[config.mk]
export PLATFORM = sky130hd
export DESIGN_NAME = ps2_receptor_trama
export DESIGN_NICKNAME = d
export VERILOG_FILES = /design/src/rtl/ps2_receptor_trama.sv
export SDC_FILE = /design/constraint.sdc
export NUM_CORES = 1
export LEC_CHECK = 0
export ABC_AREA = 1
export CAP_MARGIN = 5
export CORE_UTILIZATION = 30
export DETAILED_ROUTE_END_ITERATION = 12
export PLACE_DENSITY_LB_ADDON = 0.05
export SYNTH_ARGS = -nofsm -noshare
export SYNTH_HDL_FRONTEND = slang
export SYNTH_SLANG_ARGS = --single-unit
[constraint.sdc]
create_clock -name clk -period 2.7 [get_ports clk]
set_input_delay 0.405 -clock clk [delete_from_list [all_inputs] [get_ports clk]]
set_output_delay 0.405 -clock clk [all_outputs]
set_load 0.005 [all_outputs]
[src/rtl/ps2_receptor_trama.sv]
// PS/2 device-to-host frame receiver: synchronises and deglitches the bus, deserialises
// 11-bit frames and publishes each verified byte with a one-cycle strobe.
module ps2_receptor_trama #(
  parameter int unsigned FILTER_LEN     = 8,
  parameter int unsigned TIMEOUT_CYCLES = 10000
) (
  input  logic       clk,
  input  logic       rst,
  input  logic       ps2_clk,
  input  logic       ps2_data,
  output logic [7:0] dato,
  output logic       cod_verificado,
  output logic       inicio_datos,
  output logic       error_trama,
  output logic       recibiendo
);

  localparam int unsigned TW = (TIMEOUT_CYCLES > 1) ? $clog2(TIMEOUT_CYCLES) : 1;
  localparam logic [TW-1:0] TimeoutMax = TW'(TIMEOUT_CYCLES - 1);

  typedef enum logic [1:0] {StIdle, StRecv, StCheck} state_e;

  logic                  clk_s1_q, clk_s2_q, dat_s1_q, dat_s2_q;
  logic [FILTER_LEN-1:0] filt_q;
  logic                  clk_f_q, clk_f_d;
  logic                  fall_tick;

  state_e                state_q;
  logic [3:0]            bit_cnt_q;
  logic [TW-1:0]         to_cnt_q;
  logic [9:0]            shreg_q;
  logic [7:0]            dato_q;
  logic                  cod_q, ini_q, err_q, rec_q;
  logic                  frame_ok;

  // Filtered level only changes once the whole window agrees.
  always_comb begin
    clk_f_d = clk_f_q;
    if (&filt_q) begin
      clk_f_d = 1'b1;
    end else if (~|filt_q) begin
      clk_f_d = 1'b0;
    end
  end

  assign fall_tick = clk_f_q & ~clk_f_d;

  always_ff @(posedge clk or posedge rst) begin
    if (rst) begin
      clk_s1_q <= 1'b1;
      clk_s2_q <= 1'b1;
      dat_s1_q <= 1'b1;
      dat_s2_q <= 1'b1;
      filt_q   <= '1;
      clk_f_q  <= 1'b1;
    end else begin
      clk_s1_q <= ps2_clk;
      clk_s2_q <= clk_s1_q;
      dat_s1_q <= ps2_data;
      dat_s2_q <= dat_s1_q;
      filt_q   <= {filt_q[FILTER_LEN-2:0], clk_s2_q};
      clk_f_q  <= clk_f_d;
    end
  end

  // shreg_q[7:0] data, [8] parity, [9] stop once all ten bits are in.
  assign frame_ok = (^shreg_q[8:0]) & shreg_q[9];

  always_ff @(posedge clk or posedge rst) begin
    if (rst) begin
      state_q   <= StIdle;
      bit_cnt_q <= '0;
      to_cnt_q  <= '0;
      shreg_q   <= '0;
      dato_q    <= 8'h00;
      cod_q     <= 1'b0;
      ini_q     <= 1'b0;
      err_q     <= 1'b0;
      rec_q     <= 1'b0;
    end else begin
      cod_q <= 1'b0;
      ini_q <= 1'b0;
      err_q <= 1'b0;
      unique case (state_q)
        StIdle: begin
          if (fall_tick && !dat_s2_q) begin
            state_q   <= StRecv;
            bit_cnt_q <= '0;
            to_cnt_q  <= '0;
            ini_q     <= 1'b1;
            rec_q     <= 1'b1;
          end
        end
        StRecv: begin
          if (fall_tick) begin
            shreg_q   <= {dat_s2_q, shreg_q[9:1]};
            bit_cnt_q <= bit_cnt_q + 4'd1;
            to_cnt_q  <= '0;
            if (bit_cnt_q == 4'd9) begin
              state_q <= StCheck;
            end
          end else if (to_cnt_q >= TimeoutMax) begin
            state_q <= StIdle;
            err_q   <= 1'b1;
            rec_q   <= 1'b0;
          end else begin
            to_cnt_q <= to_cnt_q + TW'(1);
          end
        end
        StCheck: begin
          state_q <= StIdle;
          rec_q   <= 1'b0;
          if (frame_ok) begin
            dato_q <= shreg_q[7:0];
            cod_q  <= 1'b1;
          end else begin
            err_q <= 1'b1;
          end
        end
        default: begin
          state_q <= StIdle;
          rec_q   <= 1'b0;
        end
      endcase
    end
  end

  assign dato           = dato_q;
  assign cod_verificado = cod_q;
  assign inicio_datos   = ini_q;
  assign error_trama    = err_q;
  assign recibiendo     = rec_q;

endmodule

==> summary.txt <==
Run status
  • Outcome: finished clean

Global route
  • Grt peak-use layer: met2
  • First-pass GRT wire length: 10.6 mm
  • M2 GR Usage: 0.215
  • Number of global-route vias before repair: about 2200
  • Total GRT Usage: 0.136
  • Pin count of the biggest net entering global routing: 33
  • GR Overflow Total: 0
  • GRT met1 Usage: 0.187
  • Met3 usage: 0.0241
  • Antenna violations before repair: 0

Power
  • Reg power frac: 0.473
  • Pwr/cell area: 593 nW/µm²
  • Combinational Power Share: 0.225
  • Clock Power Share: 0.302
  • NetSw: 0.632 mW
  • Net Sw Frac: 0.333
  • Pwr Total: approximately 1.9 mW
  • Peak supply drop: about 0.22 mV
  • Pint: ~1.3 mW
  • P_leak: 1.51 nW

Detailed routing
  • Drt total wl: 6.06 mm
  • Routed via count: 2199
  • DRT antenna net count: 0
  • Drt wl/cell: around 13 µm
  • Vias per cell: ~4.6
  • DRT Pass-1 Iters: 4
  • DRC viols: 0
  • DR iter-0 viols: between 100 and 150

Timing
  • Final worst slack: 613 ps
  • Fin. max-slew vios: 0
  • Unrepaired setup endpoints after global routing: no
  • Final hold violation count: 0
  • Period utilization: 0.773
  • Worst slew pin tran: 613 ps
  • Setup tns final: 0 ps
  • # setup viols final: 0
  • Slew margin rel.: 0.590
  • Clock skew: around 4.8 ps
  • Peak Freq: 479 MHz
  • Fin Hold WS: 361 ps
  • Final min period: 2090 ps

Worst setup path
  • Slowest CP cell: nor2_4
  • CP dominant cell by count: nand2_1
  • Crit path capture type: flop
  • Cells along the critical path: inv_1 -> ha_1 -> buf_4 -> clkinv_1 -> nor2_4 -> nand2_1 -> nand3_1 -> nand2_1 -> nand2_1
  • Critical path class: reg -> reg
  • Worst setup SP type: flop
  • Critical path arrival: 2330 ps
  • Req. time, crit path: about 3000 ps
  • Largest stage delay on the critical path: 460 ps
  • Maximum fanout along the worst path: 17

Clock tree
  • Number of buffers created by CTS: 5
  • Clk_lat worst skew: 310 ps
  • CTS root buf: clkbuf_8
  • H-tree depth: 2
  • CTS clk-pin slew, worst paths: around 100 ps
  • Max Buffers Root-to-Sink: 2
  • CTS tree: built
  • # clock sinks: between 50 and 60
  • Post-CTS resize count: 0
  • Post-CTS setup buffer count: 0
  • Hold_buf cts: 0

Logic synthesis
  • Synthesis warning total: 0
  • Post-synthesis cell type count: 28
  • Mapped Nets: 358
  • Yosys reg bits: 55
  • Cells after Synth: approximately 350
  • Seq/Total Area, Yosys: 0.495
  • Most area-hungry cell type in the Yosys netlist: dfrtp_1
  • Mean Syn Cell Area: 8.09 µm²
  • Ranking of synthesized cells by area: dfrtp_1 (37%), nand2_1 (15%), dfstp_2 (12%)
  • Post-Syn Area: 2820 µm²
  • Synth top area share: 0.373

Layout
  • Non-Filler Instances: 474
  • Final Core Density: 0.360
  • Synth-to-layout area growth: 13.6%
  • Final Cell Area: 3200 µm²
  • N_diodes: 0
  • Final Net Count: 375
  • Layout cells sized above 1: 0.0984

Placement
  • GP Congestion: approximately 0.77
  • DP Worst Slack: 571 ps
  • Placed Area: between 3000 and 4000 µm²
  • DP Wirelength: 4.23 mm
  • Number of cells in the design after placement: 466
  • Port bufs: 15

Floorplanning
  • Die W: 98.9 µm
  • CORE AREA: 8890 µm²
  • # IOs: 16
  • Die height: about 99 µm
  • Initial Util: 0.317
  • Die Area: approximately 9800 µm²
  • Row count: 34

Run
  • Max Cap Viol: 0

Min path
  • Hold WC Path Type: reg -> reg
-- per-layer routing --
metal	share of wire	wire length [µm]	up-vias
met3	0.021	127	7
li1	-	-	1138
met4	0.012	71	0
met5	0	0	-
met1	0.53	3190	1037
met2	0.44	2670	17
-- critical path, delay by kind of cell, from the launching register on --
| family | cells | cell delay [ps] |
|---|---|---|
| and+or+nand+nor | 5 | 880 |
| buffers and inverters | 3 | 610 |
| DFF | 1 | 410 |
| adders and majority gates | 1 | 140 |
-- worst paths after layout --
check | slack [ps] | to | depth (start not counted) | start
max | 610 | state_q[0]$_DFFE_PP0P_ | 9 | state_q[1]$_DFFE_PP0P_
min | 360 | clk_s2_q$_DFF_PP1_ | 0 | clk_s1_q$_DFF_PP1_
max reg2reg | 610 | state_q[0]$_DFFE_PP0P_ | 9 | state_q[1]$_DFFE_PP0P_
max in group asynchronous | 1610 | dat_s1_q$_DFF_PP1_ | 3 | rst
min reg2reg | 360 | clk_s2_q$_DFF_PP1_ | 0 | clk_s1_q$_DFF_PP1_
min in group asynchronous | 460 | to_cnt_q[0]$_DFFE_PP0P_ | 2 | rst
-- final cells by class --
type | instances | area, µm²
clock buffer | 8 | 123
timing repair buffer | 17 | 178
sequential | 55 | 1390
multi-input combinational | 250 | 1230
fill | 947 | 5690
inverter | 36 | 135
tap | 108 | 135
-- state kept, by name, summed over array words and instances (netlist names) --
register        flops
inicio_datos        1
cod_verificado      1
dat_s1_q            1
to_cnt_q           14
filt_q              8
clk_f_q             1
dat_s2_q            1
error_trama         1
recibiendo          1
clk_s1_q            1
dato                8
shreg_q            10
state_q             2
bit_cnt_q           4
clk_s2_q            1
-- cell usage in the layout (no fill, tap or decap), drive strengths merged --
cell             n
dfrtp           42
buf              2
a31o             1
nand4            8
ha               6
nand3           41
clkbuf           8
o21ai           18
clkinv           1
clkdlybuf4s50   15
xor2             6
xnor2            2
or2              2
nand3b           3
nand2          114
nor2            32
a21oi            5
dfstp           13
inv             35
nor3            12
-- cells in the mapped netlist --
cell type	n
o21ai_2	1
nor2_2	2
o21ai_4	1
o21ai_0	14
a21oi_1	5
dfstp_2	13
ha_1	6
buf_2	3
nor2_1	29
a31o_2	1
nand4_1	8
nand3_1	39
nor3_1	12
buf_4	2
dfrtp_1	42
inv_2	1
nand2_4	2
nand3b_1	3
inv_1	34
buf_6	2
clkinv_1	1
xnor2_1	2
nand2_1	112
xor2_1	6
or2_2	2
nor2_4	1
nand3_4	2
o21ai_1	2
-- cells by family after synthesis --
logic type	after synthesis	share of synthesized area
buf+inv	43	0.0667
compound gates	24	0.0493
simple gates	212	0.338
flops	55	0.495
fa+ha+maj	6	0.0267
xor+xnor	8	0.0249
-- power by group through the flow --
stage          logic, mW  registers (mW)  clock network [mW]
5_1_grt            0.481           0.905               0.629
3_5_place_dp       0.434           0.913                   0
6_report           0.426           0.897               0.574
3_3_place_gp       0.432           0.914                   0
4_1_cts            0.435           0.898               0.601
2_1_floorplan      0.373           0.904                   0
No activity file was read; power rests on OpenSTA's default activity.
